===== src/rtl/pe_idx_loader.sv =====
// Streams one batch of index words into the AGU index buffer, then swaps banks and starts the PE AGU.
// Writes land 1 cycle after acceptance; the bank swap waits until the AGU reports idle.
`timescale 1ns/1ps
module pe_idx_loader #(
  parameter int IDX_W      = 8,
  parameter int IDX_DEPTH  = 256,
  parameter int IDX_ADDR_W = $clog2(IDX_DEPTH)
) (
  input  logic                  clk,
  input  logic                  rst,
  input  logic                  cmd_valid,
  output logic                  cmd_ready,
  input  logic [23:0]           cmd_info,
  input  logic                  in_valid,
  output logic                  in_ready,
  input  logic [2*IDX_W-1:0]    in_data,
  output logic [IDX_ADDR_W-1:0] idx_wr_addr,
  output logic [2*IDX_W-1:0]    idx_wr_data,
  output logic                  idx_wr_en,
  output logic                  switch_idx_buf,
  output logic                  agu_start,
  output logic [23:0]           agu_info,
  input  logic                  agu_done
);

  typedef enum logic [2:0] {IDLE, LOAD, WAIT, SWITCH, START} state_t;

  state_t      state, next_state;
  logic [23:0] pending;
  logic [7:0]  wr_cnt;
  logic [1:0]  holdoff;
  logic        cmd_acc, in_acc;

  // Handshake readiness depends on state only; reset forces everything quiet.
  assign cmd_ready      = !rst && (state == IDLE);
  assign in_ready       = !rst && (state == LOAD);
  assign switch_idx_buf = !rst && (state == SWITCH);
  assign agu_start      = !rst && (state == START);

  assign cmd_acc = cmd_valid && cmd_ready;
  assign in_acc  = in_valid && in_ready;

  always_comb begin
    next_state = state;
    case (state)
      IDLE:    if (cmd_acc) next_state = (cmd_info[9:2] == 8'd0) ? WAIT : LOAD;
      LOAD:    if (in_acc && (wr_cnt == pending[9:2] - 8'd1)) next_state = WAIT;
      WAIT:    if (agu_done && (holdoff == 2'd0)) next_state = SWITCH;
      SWITCH:  next_state = START;
      START:   next_state = IDLE;
      default: next_state = IDLE;
    endcase
  end

  always_ff @(posedge clk) begin
    if (rst) begin
      state       <= IDLE;
      pending     <= '0;
      wr_cnt      <= '0;
      holdoff     <= '0;
      agu_info    <= '0;
      idx_wr_en   <= 1'b0;
      idx_wr_addr <= '0;
      idx_wr_data <= '0;
    end else begin
      state     <= next_state;
      idx_wr_en <= in_acc;
      if (cmd_acc) begin
        pending <= cmd_info;
        wr_cnt  <= '0;
      end
      if (in_acc) begin
        idx_wr_addr <= IDX_ADDR_W'(wr_cnt);
        idx_wr_data <= in_data;
        wr_cnt      <= wr_cnt + 8'd1;
      end
      // Loaded a cycle early so agu_info is already valid while agu_start is high.
      if (state == SWITCH) agu_info <= pending;
      // The AGU's done flag drops a cycle after start; ignore it until then.
      if (state == START) holdoff <= 2'd2;
      else if (holdoff != 2'd0) holdoff <= holdoff - 2'd1;
    end
  end

endmodule

===== config.mk =====
export PLATFORM = sky130hd
export DESIGN_NAME = pe_idx_loader
export DESIGN_NICKNAME = d
export VERILOG_FILES = /design/src/rtl/pe_idx_loader.sv
export SDC_FILE = /design/constraint.sdc
export NUM_CORES = 1
export LEC_CHECK = 0
export BUFFER_PORTS_ARGS = -buffer_cell sky130_fd_sc_hd__clkbuf_2
export CORE_ASPECT_RATIO = 1.75
export CORE_MARGIN = 4
export CORE_UTILIZATION = 45
export CTS_CLUSTER_DIAMETER = 60
export CTS_CLUSTER_SIZE = 30
export DETAILED_ROUTE_END_ITERATION = 12
export HOLD_SLACK_MARGIN = 0.08
export PLACE_DENSITY = 0.73
export SLEW_MARGIN = 25
export SYNTH_ARGS = -nofsm -noshare
export SYNTH_HDL_FRONTEND = slang
export SYNTH_SLANG_ARGS = --single-unit

===== constraint.sdc =====
create_clock -name clk -period 2.37 [get_ports clk]
set_clock_uncertainty 0.1 [all_clocks]
set_input_delay 0.1185 -clock clk [delete_from_list [all_inputs] [get_ports clk]]
set_output_delay 0.1185 -clock clk [all_outputs]
set_load 0.05 [all_outputs]

==> results of run 1 <==
-- kinds of logic after synthesis --
logic type               synth area share (%)
multiplexers                             1.22
buffers and inverters                    4.49
AND/OR/NAND/NOR                          30.8
flip-flops                               50.7
AO/OA/AOI/OAI                            9.50
XOR/XNOR                                 2.58
adder cells (fa/ha/maj)                 0.737
-- stage by stage --
step / hold slack (ns) / cell area (um2) / util [%] / instances
after floorplan: 0.108 / 3410 / - / 435
after global placement: 0.202 / 4000 / 54.9 / 601
after detailed placement: 0.207 / 4000 / 54.9 / 601
after CTS: 0.139 / 4670 / 64.1 / 654
after global routing: 0.177 / 4670 / 64.1 / 654
final: 0.152 / 4670 / 64.1 / 654
-- worst min-delay path by stage --
stage | endpoint | slack, ns | depth (start not counted)
2_1_floorplan | holdoff[0]$_SDFFE_PP0P_ | 0.11 | 1
3_3_place_gp | idx_wr_data[1]$_SDFFE_PP0P_ | 0.20 | 3
3_5_place_dp | idx_wr_data[0]$_SDFFE_PP0P_ | 0.21 | 3
4_1_cts | pending[20]$_SDFFE_PP0P_ | 0.14 | 4
5_1_grt | pending[19]$_SDFFE_PP0P_ | 0.18 | 4
6_report | pending[20]$_SDFFE_PP0P_ | 0.15 | 4
-- cell usage in the layout, fill, tap and decap left out, types with 2 or more instances in the layout --
cell type,netlist,routed
buf_4,0,13
or4_1,2,2
dlygate4sd3_1,0,40
nand4_1,2,2
nor3_1,5,5
nor4_4,1,2
clkbuf_2,0,96
mux2i_1,3,3
and3_1,2,2
ha_1,2,2
o311ai_0,2,2
clkbuf_16,0,9
o21ai_0,7,7
nor2_1,18,17
nand3_1,47,47
o31ai_1,2,2
clkbuf_8,0,2
xnor2_1,6,6
xor2_1,4,4
nand2_1,150,150
a211oi_1,2,2
nor4b_1,2,2
dfxtp_1,86,85
a21oi_1,33,33
and2_1,2,2
inv_1,8,8
-- report_power, final --
part	switching, mW	total [mW]	leakage [nW]	internal, mW
registers	0.0371	1.53	0.699	1.49
logic	0.201	0.353	1.31	0.153
clock network	0.510	1.26	0.127	0.749
-- registers in the layout, summed over array words and instances (netlist names) --
name         flops
agu_info        24
pending         24
idx_wr_data     16
idx_wr_addr      8
wr_cnt           8
state            3
holdoff          2
idx_wr_en        1
-- routing by layer --
metal | part of all wire [%] | vias up
met5 | 0 | -
met2 | 52 | 104
li1 | - | 1694
met1 | 39 | 1525
met3 | 6.0 | 22
met4 | 2.9 | 0
-- tightest hold or removal path, stage by stage --
cell	delay (ns)
clkbuf_2	0.09
nand2_1	0.15
nand3_1	0.13
nand2_1	0.05
-- layout make-up --
cell class | count | area (um2)
fill | 617 | 2620
inverter | 9 | 33.8
timing repair buffer | 150 | 998
clock buffer | 12 | 256
tap | 86 | 108
sequential | 86 | 1720
clock inverter | 1 | 7.51
multi-input combinational | 310 | 1540
-- repair_timing --
item                       in CTS  in global routing
setup endpoints to repair       0                  1
hold buffers                   40                  0
resized for setup               0                  1
hold endpoints to repair       40                  0
==> results_dict.tcl, run 1 <==
set metrics [dict create \
    status "complete, no violations" \
    r2r_end "state[0]$_SDFFE_PP0P_" \
    drc 0 \
    worstPathArrival_ns 2.34 \
    htreeDepth 3 \
    grt_pass1_wl_um 15300 \
    setup_slack_ns 0.156 \
    reg2reg_from "pending[3]$_SDFFE_PP0P_" \
    min_period_ns 2.21 \
    grtUsageMet1_pct 23.1 \
    tritoncts "built" \
    post-cts-setup-buffers 0 \
    final_layout_size_suffix_gt1_share_pct 23.1 \
    syn_nets 482 \
    grtUsageMet2_pct 38.6 \
    worstSetupEndpointType "register" \
    yosysMostFrequentCell "nand2_1" \
    cp-endpoint "state[0]$_SDFFE_PP0P_" \
    synth_commonest_cells "nand2_1 (150), dfxtp_1 (86), nand3_1 (47)" \
    synth_cell_types 42 \
    dieArea_mm2 0.00906 \
    portBuffers 97 \
    crit_cells 7 \
    layout_worst_path_cycle_share_pct 93.4 \
    ys_warn_count 0 \
    drv_slew 0 \
    rsz0062_at_grt "false" \
    routed_wl_um 9220 \
    maxSlewHeadroom_pct 64.6 \
    worst-path-max-fanout 8 \
    core_area_mm2 0.00728 \
    cts.path.max_buffers 2 \
    hold_viol 0 \
    ys.flop_type "dfxtp_1" \
    viasPerCell 5.11 \
    yosys_register_bits 86 \
    crit_slowest_cell "dfxtp_2" \
    finalNetCount 613 \
    avgRoutedWirePerCell_um 14.1 \
    drt_iter0_drc 183 \
    crit_path_frequent_cell "o311ai_0" \
    synthCells 435 \
    crit_family "compound AO/OA/AOI/OAI gates" \
    path_cells "inv_1, ha_1, or3_1, o311ai_0, o311ai_0, a211o_1, o21ba_2" \
    max-vdd-ir-drop_v 0.000482 \
    yosys.area.top_type "dfxtp_1" \
    track_usage_pct 21.8 \
    tightestPinTransition_ns 0.526 \
    clock-sinks 86 \
    first_pass_iters 5 \
    max_freq_mhz 452 \
    clockRootBuffer "clkbuf_16" \
    cap_violations 0 \
    path_clk_slew_ns 0.06 \
    setup_viol 0 \
    reg2reg_slack_ns 0.16 \
    worstSetupPathType "register to register" \
    busiest_layer "met2" \
    power_mw 3.14 \
    r2r_cells 7 \
    antenna_found_initial 0 \
    ys_seq_area_share_pct 50.7 \
    final_antenna_net_count 0 \
    floorplan.initialDensity_pct 46.6 \
    place_ws_ns 0.0790 \
    fp.dieW_um 73.7 \
    synth_edf_count 0 \
    pin_count 98 \
    grt_max_degree 42 \
    rows 41 \
    ys_async_sr_fraction_pct 0 \
    cts_buffers 9 \
    leakagePower_nw 2.13 \
    critPathLaunch "pending[3]$_SDFFE_PP0P_" \
    area_growth_pct 37.4 \
    grt_remaining_overflow 0 \
    avgSynthCellArea_um2 7.81 \
    pwr_density_cell_mw_per_mm2 673 \
    grt_pass1_vias 3446 \
    antenna_cells_inserted 0 \
    syn-cell-area_mm2 0.00340 \
    use_met3_pct 5.61 \
    setup_tns_ns 0 \
    vias 3345 \
    synth_area_leaders "dfxtp_1 (51%), nand2_1 (17%), nand3_1 (6.9%), a21oi_1 (4.9%), clkbuf_1 (2.4%)" \
    globalplace.congestion 0.825 \
    cp_num_buf_inv 1 \
    min_from "cmd_valid" \
    hp-class "primary input to register" \
    insertion_delay_ns 0.33 \
    die_y_um 123 \
    critPathLaunchType "register" \
    netlist.area_leader.share_pct 50.7 \
    critPathMaxStageDelay_ns 0.38 \
    dpl.hpwl_um 6060 \
    cp.required_ns 2.50 \
]
No activity file was read; power rests on OpenSTA's default activity.
==> run 2, diff against run 1 <==
ABC_AREA = 1   (was not set)
PLACE_DENSITY = 0.72   (was 0.73)
==> run 2 against run 1 <==
Effect of this change: sequential power is 4% higher; register-to-register slack better by 0.39 ns; final cell count is 4.1% higher; global-route usage is 1.4 points lower; critical path type is now register to primary output.
==> results_dict.tcl, run 2 <==
set metrics [dict create \
    layout_commonest_cell "nand2_1" \
    routed_wl_um 9040 \
    vias 3444 \
    dpl.hpwl_um 6110 \
    final-instance-count-excl-fill 681 \
    min_period_ns 1.90 \
    tightestPinTransition_ns 0.452 \
    viasPerCell 5.06 \
    crit_family "buffers and inverters" \
    cts.path.max_buffers 2 \
    cts_resized 0 \
    fp.dieW_um 74.3 \
    place_inst 628 \
    grt_max_degree 59 \
    leakagePower_nw 2.28 \
    ys_seq_area_share_pct 49.7 \
    clock-sinks 86 \
    rows 42 \
    fillers 677 \
    status "complete, no violations" \
    core_area_mm2 0.00751 \
    antenna_found_initial 0 \
    pin_count 98 \
    floorplan.initialDensity_pct 46.1 \
    antenna_cells_inserted 0 \
    setup_tns_ns 0 \
    grt_remaining_overflow 0 \
    netlist.area_leader.share_pct 49.7 \
    hp-class "primary input to register" \
    drc 0 \
    dieArea_mm2 0.00923 \
    ys.flop_type "dfxtp_1" \
    finish.utilization_pct 62.1 \
    path_cells "nand2_1, nor2_2, inv_1, nor2_1, clkbuf_2" \
    insertion_delay_ns 0.33 \
    setup_viol 0 \
    layout_worst_path_cycle_share_pct 80.1 \
    synth_commonest_cells "nand2_1 (105), dfxtp_1 (86), nand3_1 (54)" \
    drt_iter0_drc 244 \
    hold_viol 0 \
    finalNetCount 638 \
    first_pass_iters 4 \
    critPathMaxStageDelay_ns 0.45 \
    worst-path-max-fanout 13 \
    syn-cell-area_mm2 0.00347 \
    maxSlewHeadroom_pct 69.8 \
    synth_area_leaders "dfxtp_1 (50%), nand2_1 (11%), nand3_1 (7.8%), o21ai_0 (6.5%), nor2_1 (4.9%)" \
    hold_ws_ns 0.0883 \
    globalplace.congestion 0.855 \
    reg_top3 "agu_info (24), pending (24), idx_wr_data (16)" \
    rsz0062_at_grt "false" \
    grt_pass1_wl_um 14500 \
    area_growth_pct 34.5 \
    grt_pass1_vias 3207 \
    clockRootBuffer "clkbuf_16" \
    avgRoutedWirePerCell_um 13.3 \
    critPathLaunchType "register" \
    ys_async_sr_fraction_pct 0 \
    ys_warn_count 0 \
    die_y_um 124 \
    avgSynthCellArea_um2 7.50 \
    path_clk_slew_ns 0.06 \
    yosysMostFrequentCell "nand2_1" \
    yosys_register_bits 86 \
    worstSetupEndpointType "primary output" \
    worstPathArrival_ns 1.68 \
    synth_cell_types 32 \
    pwr_density_cell_mw_per_mm2 759 \
    syn_nets 509 \
    final_layout_size_suffix_gt1_share_pct 22.4 \
    tritoncts "built" \
    portBuffers 97 \
    drv_slew 0 \
    synthCells 462 \
    cp.required_ns 2.15 \
    synth_edf_count 0 \
    track_usage_pct 20.4 \
    cp_num_buf_inv 2 \
    layout_common_cells "nand2_1 (105), clkbuf_2 (97), dfxtp_1 (86), nand3_1 (54), o21ai_0 (45)" \
    max_freq_mhz 527 \
    final_antenna_net_count 0 \
    htreeDepth 3 \
    cts_buffers 9 \
    yosys.area.top_type "dfxtp_1" \
    max-vdd-ir-drop_v 0.000482 \
    worstSetupPathType "register to primary output" \
    crit_slowest_cell "dfxtp_1" \
    cap_violations 0 \
]
-- run 2: metal layers --
metal  part of all wire (%)  GRT usage [%]  wire [um]
met5                      0              0          0
met4                    3.3           11.2        299
met3                    5.4           3.39        485
met2                     53           35.8       4820
met1                     38           23.0       3430
-- run 2: layout make-up --
| cell class | instances | area [um2] | area share, % |
|---|---|---|---|
| sequential | 86 | 1720 | 36.9 |
| multi-input combinational | 309 | 1460 | 31.2 |
| timing repair buffer | 142 | 936 | 20.1 |
| clock buffer | 11 | 243 | 5.21 |
| inverter | 43 | 163 | 3.49 |
| tap | 88 | 110 | 2.36 |
| clock inverter | 2 | 35.0 | 0.751 |
-- run 2: worst reg2reg max path, stage by stage, from the launching register on --
cell and delay [ns]:
dfxtp_1 0.39, inv_2 0.09, ha_1 0.30, inv_1 0.04
nand2_1 0.06, nand2_1 0.04, nor2_1 0.08, nand2_1 0.06
nor2_1 0.08, nand3_1 0.07, nor2_1 0.10, nand2_1 0.05
nand2_1 0.08, nand3_1 0.07, nand3_1 0.07, inv_1 0.04
-- run 2: metrics by stage --
step | area [um2] | setup WS [ns] | power, mW
after global routing | 4660 | 0.309 | 3.70
after CTS | 4660 | 0.473 | 3.57
after global placement | 3990 | 0.595 | 2.17
after floorplan | 3470 | 0.489 | 2.04
final | 4660 | 0.471 | 3.54
after detailed placement | 3990 | 0.579 | 2.18
-- run 2: kinds of logic (layout without fill, tap and decap cells) --
logic type      after synthesis  count (layout)  share of synthesized area (%)
flops                        86              86                           49.7
fa+ha+maj                     2               2                          0.722
buf+inv                      67             198                           8.41
compound gates               84              84                           12.7
simple gates                220             220                           27.3
xor+xnor                      3               3                           1.16
-- run 2: what timing repair did --
item                                    4_1_cts  5_1_grt
endpoints found under the setup margin        0        0
setup buffers                                 0        0
hold endpoints to repair                     40        0
hold buffers                                 40        0
-- run 2: worst paths after layout --
| check | start | to | slack, ns | cells after the start |
|---|---|---|---|---|
| setup / recovery | state[1]$_SDFFE_PP0P_ | switch_idx_buf | 0.47 | 5 |
| hold / removal | rst | wr_cnt[4]$_SDFFE_PP0P_ | 0.09 | 2 |
| setup reg to reg | pending[2]$_SDFFE_PP0P_ | state[0]$_SDFFE_PP0P_ | 0.55 | 15 |
| hold reg to reg | holdoff[0]$_SDFFE_PP0P_ | holdoff[0]$_SDFFE_PP0P_ | 0.35 | 1 |
-- run 2: where the power goes --
group | switching (mW) | leakage (nW) | total [mW] | internal (mW)
Combinational | 0.399 | 1.44 | 0.614 | 0.215
Clock | 0.511 | 0.137 | 1.34 | 0.825
Sequential | 0.0589 | 0.699 | 1.59 | 1.53
